**src/rtl/bcd_scan_driver_pkg.sv**
```systemverilog
// Shared constants for the 4-digit multiplexed BCD display driver.
// Segment patterns are active-low, bit 0 = segment a through bit 6 = segment g.
package bcd_scan_driver_pkg;

  localparam int NUM_DIGITS = 4;

  localparam logic [6:0] SEG_BLANK = 7'b1111111;
  localparam logic [6:0] SEG_0     = 7'b1000000;
  localparam logic [6:0] SEG_1     = 7'b1111001;
  localparam logic [6:0] SEG_2     = 7'b0100100;
  localparam logic [6:0] SEG_3     = 7'b0110000;
  localparam logic [6:0] SEG_4     = 7'b0011001;
  localparam logic [6:0] SEG_5     = 7'b0010010;
  localparam logic [6:0] SEG_6     = 7'b0000010;
  localparam logic [6:0] SEG_7     = 7'b1111000;
  localparam logic [6:0] SEG_8     = 7'b0000000;
  localparam logic [6:0] SEG_9     = 7'b0010000;

endpackage

```
**src/rtl/bcd_to_7seg.sv**
```systemverilog
// BCD digit to active-low 7-segment pattern; purely combinational.
// Codes 10-15 decode to all segments off.
module bcd_to_7seg
  import bcd_scan_driver_pkg::*;
(
  input  logic [3:0] bcd_dat,
  output logic [6:0] seg_dat
);

  always_comb begin
    seg_dat = SEG_BLANK;
    case (bcd_dat)
      4'd0:    seg_dat = SEG_0;
      4'd1:    seg_dat = SEG_1;
      4'd2:    seg_dat = SEG_2;
      4'd3:    seg_dat = SEG_3;
      4'd4:    seg_dat = SEG_4;
      4'd5:    seg_dat = SEG_5;
      4'd6:    seg_dat = SEG_6;
      4'd7:    seg_dat = SEG_7;
      4'd8:    seg_dat = SEG_8;
      4'd9:    seg_dat = SEG_9;
      default: seg_dat = SEG_BLANK;
    endcase
  end

endmodule

```
**src/rtl/bcd_scan_driver.sv**
```systemverilog
// Time-multiplexed 4-digit BCD display driver with tear-free double buffering.
// seg/an/err are registered (one cycle after the state they show); no backpressure.
module bcd_scan_driver
  import bcd_scan_driver_pkg::*;
#(
  parameter int CLK_DIV = 50000,
  parameter int GUARD   = 2
) (
  input  logic        clk,
  input  logic        rst,
  input  logic        load,
  input  logic [15:0] digits_in,
  input  logic        blank_lz,
  output logic [6:0]  seg,
  output logic [3:0]  an,
  output logic        frame_done,
  output logic        err
);

  // GUARD never exceeds CLK_DIV-2, so the prescaler width also holds the guard count.
  localparam int PW = (CLK_DIV > 1) ? $clog2(CLK_DIV) : 1;

  logic [PW-1:0] presc_q, presc_d;
  logic [PW-1:0] guard_q, guard_d;
  logic [1:0]    idx_q, idx_d;
  logic [15:0]   shadow_q, shadow_d;
  logic [15:0]   active_q, active_d;
  logic [6:0]    seg_q, seg_d;
  logic [3:0]    an_q, an_d;
  logic          frame_done_q, frame_done_d;
  logic          err_q, err_d;

  logic          tick;
  logic          frame_tick;
  logic [3:0]    cur_dig;
  logic [6:0]    dec_seg;
  logic          guard_on;
  logic          lz_blank;

  bcd_to_7seg u_dec (
    .bcd_dat (cur_dig),
    .seg_dat (dec_seg)
  );

  always_comb begin
    tick       = (presc_q == PW'(CLK_DIV - 1));
    frame_tick = tick && (idx_q == 2'd3);

    presc_d = tick ? '0 : presc_q + PW'(1);
    idx_d   = tick ? idx_q + 2'd1 : idx_q;
    guard_d = guard_q;
    if (tick)
      guard_d = PW'(GUARD);
    else if (guard_q != '0)
      guard_d = guard_q - PW'(1);

    // Using shadow_d lets a load on the boundary tick reach the display directly.
    shadow_d     = load ? digits_in : shadow_q;
    active_d     = frame_tick ? shadow_d : active_q;
    frame_done_d = frame_tick;

    cur_dig  = active_q[{idx_q, 2'b00} +: 4];
    guard_on = (guard_q != '0);
    lz_blank = blank_lz && (idx_q != 2'd0) && ((active_q >> {idx_q, 2'b00}) == 16'd0);

    an_d  = guard_on ? 4'b1111 : ~(4'b0001 << idx_q);
    seg_d = (guard_on || lz_blank || (cur_dig > 4'd9)) ? SEG_BLANK : dec_seg;

    err_d = 1'b0;
    for (int k = 0; k < NUM_DIGITS; k++) begin
      if (active_q[k*4 +: 4] > 4'd9) err_d = 1'b1;
    end
  end

  always_ff @(posedge clk) begin
    if (rst) begin
      presc_q      <= '0;
      idx_q        <= 2'd0;
      guard_q      <= PW'(GUARD);
      shadow_q     <= 16'd0;
      active_q     <= 16'd0;
      seg_q        <= SEG_BLANK;
      an_q         <= 4'b1111;
      frame_done_q <= 1'b0;
      err_q        <= 1'b0;
    end else begin
      presc_q      <= presc_d;
      idx_q        <= idx_d;
      guard_q      <= guard_d;
      shadow_q     <= shadow_d;
      active_q     <= active_d;
      seg_q        <= seg_d;
      an_q         <= an_d;
      frame_done_q <= frame_done_d;
      err_q        <= err_d;
    end
  end

  assign seg        = seg_q;
  assign an         = an_q;
  assign frame_done = frame_done_q;
  assign err        = err_q;

endmodule

```
**config.mk**
```make
export PLATFORM = sky130hd
export DESIGN_NAME = bcd_scan_driver
export DESIGN_NICKNAME = d
export VERILOG_FILES = /design/src/rtl/bcd_scan_driver_pkg.sv /design/src/rtl/bcd_to_7seg.sv /design/src/rtl/bcd_scan_driver.sv
export SDC_FILE = /design/constraint.sdc
export NUM_CORES = 1
export LEC_CHECK = 0
export BUFFER_PORTS_ARGS = -buffer_cell sky130_fd_sc_hd__buf_2
export CAP_MARGIN = 0
export CORE_MARGIN = 1.5
export CORE_UTILIZATION = 40
export DETAILED_ROUTE_END_ITERATION = 10
export GPL_TIMING_DRIVEN = 0
export SETUP_SLACK_MARGIN = 0.4
export SYNTH_ARGS = -nofsm -noshare
export SYNTH_HDL_FRONTEND = slang
export SYNTH_SLANG_ARGS = --single-unit
export TNS_END_PERCENT = 20
```
**constraint.sdc**
```tcl
create_clock -name clk -period 6.2 [get_ports clk]
set_input_delay 0.31 -clock clk [delete_from_list [all_inputs] [get_ports clk]]
set_output_delay 0.31 -clock clk [all_outputs]
set_load 0.005 [all_outputs]
```
==> results.json, run 1 <==
{
  "nNetsFinal": 435,
  "finalSetupViolCount": 0,
  "htreeDepth": 3,
  "clock.fmax_ghz": 0.328,
  "synth_top_area_share_pct": 45.2,
  "initial_core_util_pct": 41.9,
  "use_met3_pct": 2.82,
  "cts_inserted_buffers": 9,
  "ant_nets": 0,
  "critical_path.startpoint": "idx_q[0]$_SDFFE_PP0P_",
  "grt_max_degree": 14,
  "rows": 33,
  "synth_flop_cell": "dfxtp_1",
  "die-area_sq_mm": 0.00931,
  "busiest_layer": "met2",
  "reg2reg_from": "idx_q[0]$_SDFFE_PP0P_",
  "use_met2_pct": 23.3,
  "first_iter_violations": 78,
  "place_ws_ns": 3.25,
  "ys_ff_latch": 79,
  "skew_ns": 0.00847,
  "vias": 2592,
  "boundaryPins": 33,
  "path_max_fanout": 7,
  "coreArea_sq_mm": 0.00834,
  "yosysWarnings": 0,
  "vias_per_cell": 5.04,
  "grt_use_met1_pct": 22.4,
  "die_h_um": 96.5,
  "crit_required_ns": 6.49,
  "critical_path_class": "flip-flop to flip-flop",
  "hold_start": "digits_in[5]",
  "area_growth_pct": 14.4,
  "remaining_drc_errors": 0,
  "syn_nets": 393,
  "powerDensity_mw_per_mm2": 348,
  "setup_tns_ns": 0,
  "synth_area_leaders": "dfxtp_1, nor2_1, mux2i_1",
  "routabilityCongestion": 0.821,
  "port_buffers": 31,
  "arrival_ns": 3.34,
  "grt_usage_pct": 15.9,
  "diodes": 0,
  "period_share_pct": 49.2,
  "reg2regPathDepth": 8,
  "syn_area_per_cell_sq_um": 9.66,
  "synth_area_sq_mm": 0.00350,
  "critPathCaptureType": "flip-flop",
  "postSynthCellCount": 362,
  "layout-drive-gt1-share_pct": 20.3,
  "hold_class": "primary input to flip-flop",
  "grt_pass1_vias": 2468,
  "async_flop_share_pct": 0,
  "cts_tree": "yes",
  "synth.most_common_cell": "dfxtp_1",
  "p_leak_nw": 1.55,
  "hold_viol": 0,
  "maxCapViolCount": 0,
  "yosysSeqAreaShare_pct": 45.2,
  "cts_repair_resize_count": 0,
  "post-synth-top-area-cell": "dfxtp_1",
  "cts-hold-fix-buffers": 0,
  "ir_drop_mv": 0.126,
  "synth_edf_count": 0,
  "firstDrtPassIters": 4,
  "setup_slack_ns": 3.15,
  "wire_per_inst_um": 12.8,
  "globalRouteOverflowTotal": 0,
  "clk_path_buf_depth": 2,
  "clock_sinks": 79,
  "drv_slew": 0,
  "status": "finished, final reports clean",
  "die_w_um": 96.5,
  "antenna_found_initial": 0,
  "post-cts-setup-buffers": 0,
  "period_needed_ns": 3.05,
  "path_clk_slew_ns": 0.08,
  "grt_pass1_wl_mm": 11.4,
  "rsz0062_at_grt": "no",
  "root_buffer": "clkbuf_8",
  "dp_hpwl_mm": 4.76,
  "clock_latency_ns": 0.35,
  "worstHoldPathCells": 3,
  "worst_pin_slew_ns": 0.859,
  "max_slew_margin_pct": 41.2,
  "yosysUniqueCellTypes": 46,
  "postRouteWirelength_mm": 6.56,
  "synth_common_cells": "dfxtp_1, nor2_1, nand2_1",
  "cp-start-kind": "flip-flop"
}
==> flip-flops by register name, indices dropped and copies added (netlist names) <==
name,count
guard_q,16
active_q,16
an,4
frame_done,1
seg,7
err,1
shadow_q,16
idx_q,2
presc_q,16
==> logic make-up after synthesis <==
kind of cell,count (synthesis),share of synthesized area (%)
muxes,24,8.34
and+or+nand+nor,153,21.1
buffers and inverters,26,4.54
DFF,79,45.2
adders and majority gates,11,3.94
AOI/OAI and AO/OA,43,10.4
xor gates and xnor gates,26,6.51
==> final timing paths <==
kind	slack (ns)	end
hold reg to reg	0.47	presc_q[0]$_SDFF_PP0_
setup reg to reg	3.15	seg[2]$_SDFF_PP1_
setup / recovery	3.15	seg[2]$_SDFF_PP1_
hold / removal	0.24	shadow_q[5]$_SDFF_PP0_
==> layer usage <==
metal / wire [um] / share of wire [%]
met1: 3520 / 54
met2: 2700 / 41
met3: 205 / 3.1
met4: 133 / 2.0
met5: 0 / 0
==> per-stage QoR <==
| step | total power, mW | hold WS (ns) | area (sq um) | cells | util [%] |
|---|---|---|---|---|---|
| 2_1_floorplan | 0.913 | 0.426 | 3500 | 362 | - |
| 3_3_place_gp | 0.989 | 0.437 | 3780 | 498 | 45.4 |
| 3_5_place_dp | 0.995 | 0.451 | 3780 | 498 | 45.4 |
| 4_1_cts | 1.40 | 0.236 | 4000 | 514 | 48.0 |
| 5_1_grt | 1.49 | 0.235 | 4000 | 514 | 48.0 |
| 6_report | 1.39 | 0.243 | 4000 | 514 | 48.0 |
==> final cells by class <==
| cell class | count | area [sq um] |
|---|---|---|
| fillers | 829 | 4340 |
| clock inverters | 4 | 52.6 |
| well taps | 105 | 131 |
| flip-flops and latches | 79 | 1580 |
| inverters | 10 | 37.5 |
| multi-input cells | 257 | 1760 |
| clock buffers | 12 | 165 |
| plain buffers | 16 | 121 |
| repair buffers | 31 | 155 |
==> layout by cell type, fill, tap and decap left out, types with 4 or more instances in the layout <==
cell      Yosys  layout
a211oi_1      4       4
a211oi_2     14      14
a21oi_1       7       7
buf_2         3      34
buf_6         4       4
clkbuf_1      4       4
clkbuf_8      2      14
dfxtp_1      79      79
ha_1         11      11
inv_1        10      10
mux2i_1      19      19
mux4_2        4       4
nand2_1      22      22
nand3_1      11      11
nand4_1       7       7
nor2_1       75      75
nor3_1        9       9
nor4_1        4       4
o21ai_0       6       6
or4_1         4       4
xnor2_1       8       8
xor2_1       18      18
==> critical path, cell delays in order (launching register included) <==
cell and delay (ns):
dfxtp_1 0.37, clkbuf_1 0.36, mux4_2 0.63, inv_1 0.13, ha_1 0.23, nand3b_1 0.12
a2111oi_0 0.78, a211oi_1 0.26, nand2_1 0.12
==> where the power goes <==
part / internal [mW] / total [mW] / switching (mW) / leakage [nW]
Sequential: 0.577 / 0.633 / 0.0554 / 0.643
Combinational: 0.150 / 0.355 / 0.204 / 0.802
Clock: 0.219 / 0.404 / 0.185 / 0.101
Total: 0.947 / 1.39 / 0.445 / 1.55
(Power assumes the default switching activity.)
==> inputs of run 2 (changes only) <==
==> constraint.sdc (replaced) <==
create_clock -name clk -period 2.65 [get_ports clk]
set_input_delay 0.1325 -clock clk [delete_from_list [all_inputs] [get_ports clk]]
set_output_delay 0.1325 -clock clk [all_outputs]
set_load 0.005 [all_outputs]
==> run 2 against run 1 <==
Net effect:
- critical path depth unchanged
- non-clock buffer count increased by 8
- clock-buffer cell count unchanged
- combinational power rose by 140%
- core utilization increased by 1.1 points
- critical path type unchanged
==> results.json, run 2 (synthesis gave the netlist of run 1 again) <==
{
  "postRouteWirelength_mm": 6.70,
  "p_leak_nw": 1.59,
  "fin_area_sq_mm": 0.00410,
  "hold_viol": 0,
  "ant_nets": 0,
  "critPathCaptureType": "flip-flop",
  "rows": 33,
  "antenna_found_initial": 0,
  "die_w_um": 96.5,
  "boundaryPins": 33,
  "ir_drop_mv": 0.292,
  "critical_path_class": "flip-flop to flip-flop",
  "rsz0062_at_grt": "yes",
  "skew_ns": 0.00512,
  "grt_max_degree": 12,
  "crit_path_top_delay_cell": "or4_1",
  "setup_tns_ns": 0,
  "vias_per_cell": 5.09,
  "clock.fmax_ghz": 0.459,
  "worst_pin_slew_ns": 0.725,
  "path_max_fanout": 10,
  "cp-start-kind": "flip-flop",
  "die_h_um": 96.5,
  "clk_path_buf_depth": 2,
  "wire_per_inst_um": 12.9,
  "crit_top_cell": "buf_6",
  "area_growth_pct": 17.1,
  "htreeDepth": 3,
  "vias": 2646,
  "root_buffer": "clkbuf_8",
  "place_area_sq_mm": 0.00382,
  "remaining_drc_errors": 0,
  "arrival_ns": 2.42,
  "status": "finished, final reports clean",
  "crit_chain": "or4_1 > or4_4 > nand2b_1 > buf_2 > nand2_1 > buf_6 > buf_6 > nor2_1",
  "cts-hold-fix-buffers": 0,
  "port_buffers": 31,
  "worstHoldPathCells": 3,
  "grt_usage_pct": 16.1,
  "clock_sinks": 79,
  "globalRouteOverflowTotal": 0,
  "nNetsFinal": 443,
  "reg2regPathDepth": 8,
  "r2r_end": "presc_q[11]$_SDFF_PP0_",
  "period_needed_ns": 2.18,
  "critical_path.startpoint": "presc_q[13]$_SDFF_PP0_",
  "routabilityCongestion": 0.822,
  "r2r_slack_ns": 0.47,
  "critPathCapture": "presc_q[11]$_SDFF_PP0_",
  "path_clk_slew_ns": 0.07,
  "dp_hpwl_mm": 4.74,
  "grt_pass1_wl_mm": 11.5,
  "clock_latency_ns": 0.34,
  "final_common_cell": "dfxtp_1",
  "reg2reg_from": "presc_q[13]$_SDFF_PP0_",
  "initial_core_util_pct": 41.9,
  "max_slew_margin_pct": 51.7,
  "period_share_pct": 82.2,
  "layout-drive-gt1-share_pct": 23.6,
  "coreArea_sq_mm": 0.00834,
  "power_mw": 3.10,
  "die-area_sq_mm": 0.00931,
  "finalSetupViolCount": 0,
  "hold_class": "primary input to flip-flop",
  "crit_required_ns": 2.89,
  "firstDrtPassIters": 5,
  "critPathMaxStageDelay_ns": 0.53,
  "cts_inserted_buffers": 9,
  "diodes": 0,
  "first_iter_violations": 105,
  "drv_slew": 0,
  "maxCapViolCount": 0,
  "layout_common_cells": "dfxtp_1, nor2_1, buf_2",
  "grt_pass1_vias": 2513,
  "powerDensity_mw_per_mm2": 757,
  "cts_tree": "yes"
}
run 2: metal layers:
metal	global-route usage, %	vias to the layer above	share of wire (%)
li1	-	1351	-
met1	21.9	1237	50
met2	24.0	52	44
met3	4.38	6	5.0
met4	6.88	0	1.1
met5	0	-	0
run 2: area by class of cell:
cell class / instances / area (sq um)
Fill cell: 831 / 4240
Sequential cell: 79 / 1580
Inverter: 10 / 37.5
Clock buffer: 12 / 135
Tap cell: 105 / 131
Buffer: 16 / 136
Timing Repair Buffer: 39 / 228
Clock inverter: 2 / 10.0
Multi-Input combinational cell: 257 / 1830
run 2: through the flow:
step           cells  util (%)  setup WS (ns)  hold slack (ns)
5_1_grt          520      49.1          0.366           0.0725
4_1_cts          514      48.0          0.405           0.0490
2_1_floorplan    362         -          0.431            0.259
3_5_place_dp     498      45.8          0.172            0.418
3_3_place_gp     498      45.8          0.188            0.409
6_report         520      49.1          0.473           0.0573
run 2: worst max-delay path, delay by kind of cell, from the launching register on:
kind / cells / cell delay (ns)
AND/OR/NAND/NOR: 5 / 1.28
buffers and inverters: 3 / 0.45
flip-flops: 1 / 0.33
run 2: how the worst min path moves through the flow:
| stage | endpoint | startpoint | slack, ns |
|---|---|---|---|
| after CTS | shadow_q[0]$_SDFF_PP0_ | digits_in[0] | 0.05 |
| after global placement | shadow_q[0]$_SDFF_PP0_ | digits_in[0] | 0.41 |
| final | shadow_q[0]$_SDFF_PP0_ | digits_in[0] | 0.06 |
| after detailed placement | shadow_q[0]$_SDFF_PP0_ | digits_in[0] | 0.42 |
| after global routing | shadow_q[0]$_SDFF_PP0_ | digits_in[0] | 0.07 |
| after floorplan | guard_q[1]$_SDFFE_PP1P_ | rst | 0.26 |
run 2: report_power, final:
part / internal, mW / total [mW] / switching, mW
logic: 0.386 / 0.869 / 0.482
clock network: 0.328 / 0.728 / 0.400
registers: 1.35 / 1.50 / 0.154
run 2: timing repair:
action                                 in CTS  in global routing
resized for setup                           5                 11
setup endpoints to repair                   7                 30
buffers inserted                            2                  6
pin swaps                                   2                  5
endpoints found under the hold margin       0                  0
==> inputs of run 3 (changes only) <==
--- a/config.mk
+++ b/config.mk
@@ -5,6 +5,7 @@
 export SDC_FILE = /design/constraint.sdc
 export NUM_CORES = 1
 export LEC_CHECK = 0
+export ABC_AREA = 1
 export BUFFER_PORTS_ARGS = -buffer_cell sky130_fd_sc_hd__buf_2
 export CAP_MARGIN = 0
 export CORE_MARGIN = 1.5
==> constraint.sdc (replaced) <==
create_clock -name clk -period 2.2 [get_ports clk]
set_input_delay 0.11 -clock clk [delete_from_list [all_inputs] [get_ports clk]]
set_output_delay 0.11 -clock clk [all_outputs]
set_load 0.005 [all_outputs]
==> run 3 against run 2 <==
Net effect:
- synthesized cell count grew 54%
- core utilization is 1.0 points lower
- clock skew grew 0.0099 ns
- area after synthesis increased by 8.4%
- critical endpoint is now seg[3]$_SDFF_PP1_
- final area up 7.9%
- cell count increased by 39%
- maximum frequency rose by 27%
- via count is 26% higher
==> results.json, run 3 <==
{
  "status": "finished, final reports clean",
  "path_clk_slew_ns": 0.09,
  "post-synth-top-area-cell": "dfxtp_1",
  "worst_pin_slew_ns": 0.467,
  "synth_edf_count": 0,
  "yosysUniqueCellTypes": 33,
  "die_h_um": 100,
  "combinationalPowerShare_pct": 29.7,
  "critical_path_class": "flip-flop to flip-flop",
  "place_ws_ns": 0.145,
  "power_mw": 3.97,
  "postSynthCellCount": 558,
  "antenna_found_initial": 0,
  "drv_slew": 0,
  "htreeDepth": 3,
  "layout-drive-gt1-share_pct": 15.7,
  "root_buffer": "clkbuf_8",
  "final_util_pct": 48.1,
  "die-area_sq_mm": 0.0101,
  "setup_tns_ns": 0,
  "vias": 3339,
  "ys_ff_latch": 79,
  "synth_top_area_share_pct": 41.7,
  "syn_area_per_cell_sq_um": 6.79,
  "postRouteWirelength_mm": 7.72,
  "p_leak_nw": 2.06,
  "cts-hold-fix-buffers": 0,
  "setup_slack_ns": 0.488,
  "powerDensity_mw_per_mm2": 897,
  "grt_pass1_wl_mm": 13.4,
  "path_max_fanout": 5,
  "ant_nets": 0,
  "sequentialPowerShare_pct": 44.0,
  "r2r_slack_ns": 0.49,
  "nFillCells": 950,
  "cts_tree": "yes",
  "syn_nets": 589,
  "synth_area_sq_mm": 0.00379,
  "clock_latency_ns": 0.36,
  "maxCapViolCount": 0,
  "finalSetupViolCount": 0,
  "port_buffers": 31,
  "yosysSeqAreaShare_pct": 41.7,
  "synth_common_cells": "nand2_1, nor2_1, inv_1",
  "wire_per_inst_um": 10.7,
  "clk_path_buf_depth": 2,
  "highest_layer": "met4",
  "instances_no_fill": 724,
  "yosysWarnings": 0,
  "layout_common_cells": "nand2_1, nor2_1, inv_1",
  "arrival_ns": 1.95,
  "skew_ns": 0.0150,
  "first_iter_violations": 168,
  "period_share_pct": 77.8,
  "dr_wl_met2_mm": 3.25,
  "cts_inserted_buffers": 9,
  "period_needed_ns": 1.71,
  "nNetsFinal": 639,
  "clock_sinks": 79,
  "hold_class": "primary input to flip-flop",
  "ir_drop_mv": 0.458,
  "synth_area_leaders": "dfxtp_1, nand2_1, nor2_1",
  "swShare_pct": 36.7,
  "critPathCaptureType": "flip-flop",
  "async_flop_share_pct": 0,
  "firstDrtPassIters": 4,
  "initial_core_util_pct": 41.2,
  "grt_max_degree": 16,
  "cp-start-kind": "flip-flop",
  "area_growth_pct": 16.6,
  "met3_length_um": 229,
  "clock.fmax_ghz": 0.584,
  "routabilityCongestion": 0.824,
  "globalRouteOverflowTotal": 0,
  "max_slew_margin_pct": 68.9,
  "rsz0062_at_grt": "yes",
  "die_w_um": 100,
  "p_int_mw": 2.51,
  "clock_power_share_pct": 26.4,
  "remaining_drc_errors": 0,
  "boundaryPins": 33,
  "netSwitchingPower_mw": 1.46,
  "dp.cells": 700,
  "synth_flop_cell": "dfxtp_1",
  "grt_usage_pct": 16.3,
  "coreArea_sq_mm": 0.00920,
  "wl_met1_mm": 4.16,
  "final_common_cell": "nand2_1",
  "vias_per_cell": 4.61,
  "hold_viol": 0,
  "crit_required_ns": 2.44,
  "dp_hpwl_mm": 5.66,
  "synth.most_common_cell": "nand2_1",
  "diodes": 0,
  "rows": 35,
  "grt_pass1_vias": 3063
}
[run 3: what timing repair did]
item                                    CTS  global route
buffers inserted                          4             3
pin swaps                                 5             8
gates cloned                              0             1
resized for setup                         8            20
endpoints found under the setup margin   13            47
[run 3: worst paths after layout]
kind	start	cells past startpoint	to
hold reg to reg	presc_q[0]$_SDFF_PP0_	1	presc_q[0]$_SDFF_PP0_
hold / removal	digits_in[1]	5	shadow_q[1]$_SDFF_PP0_
setup / recovery	idx_q[0]$_SDFFE_PP0P_	12	seg[3]$_SDFF_PP1_
setup reg to reg	idx_q[0]$_SDFFE_PP0P_	12	seg[3]$_SDFF_PP1_
[run 3: final cells by class]
| cell class | instances | area, sq um | area share [%] |
|---|---|---|---|
| Timing Repair Buffer | 39 | 216 | 4.90 |
| Inverter | 85 | 324 | 7.33 |
| Multi-Input combinational cell | 381 | 1880 | 42.4 |
| Buffer | 13 | 87.6 | 1.98 |
| Tap cell | 111 | 139 | 3.14 |
| Sequential cell | 79 | 1590 | 35.9 |
| Clock inverter | 6 | 52.6 | 1.19 |
| Clock buffer | 10 | 138 | 3.11 |
[run 3: per-layer routing]
metal | global-route usage (%) | vias to the layer above
met5 | 0 | -
met4 | 4.88 | 0
met3 | 3.97 | 8
met2 | 25.6 | 47
met1 | 22.2 | 1451
li1 | - | 1833
[run 3: worst max-delay path, cell delays in order, from the launching register on]
cell     delay [ns]
dfxtp_4        0.37
buf_6          0.12
or2_4          0.24
nand3_2        0.06
nand2_2        0.06
buf_4          0.14
ha_1           0.18
inv_2          0.06
nand3_1        0.10
nand3_1        0.10
nand2_1        0.05
inv_1          0.06
nand3_2        0.06
[run 3: per-stage QoR]
step	hold slack [ns]	area, sq um
after floorplan	0.303	3790
after global placement	0.427	4090
after detailed placement	0.441	4090
after CTS	0.0851	4330
after global routing	0.109	4420
final	0.0971	4420
[run 3: kinds of logic after synthesis]
kind of cell / after synthesis / share of synthesized area (%)
buf+inv: 98 / 10.6
compound gates: 65 / 9.27
xor+xnor: 12 / 2.77
simple gates: 293 / 32.0
fa+ha+maj: 11 / 3.63
flops: 79 / 41.7
[run 3: power by group through the flow]
stage / Sequential [mW] / Clock [mW] / Combinational (mW)
after detailed placement: 1.78 / 0 / 1.15
after CTS: 1.75 / 1.08 / 1.17
after floorplan: 1.76 / 0 / 0.911
final: 1.74 / 1.05 / 1.18
after global routing: 1.77 / 1.14 / 1.37
after global placement: 1.77 / 0 / 1.13
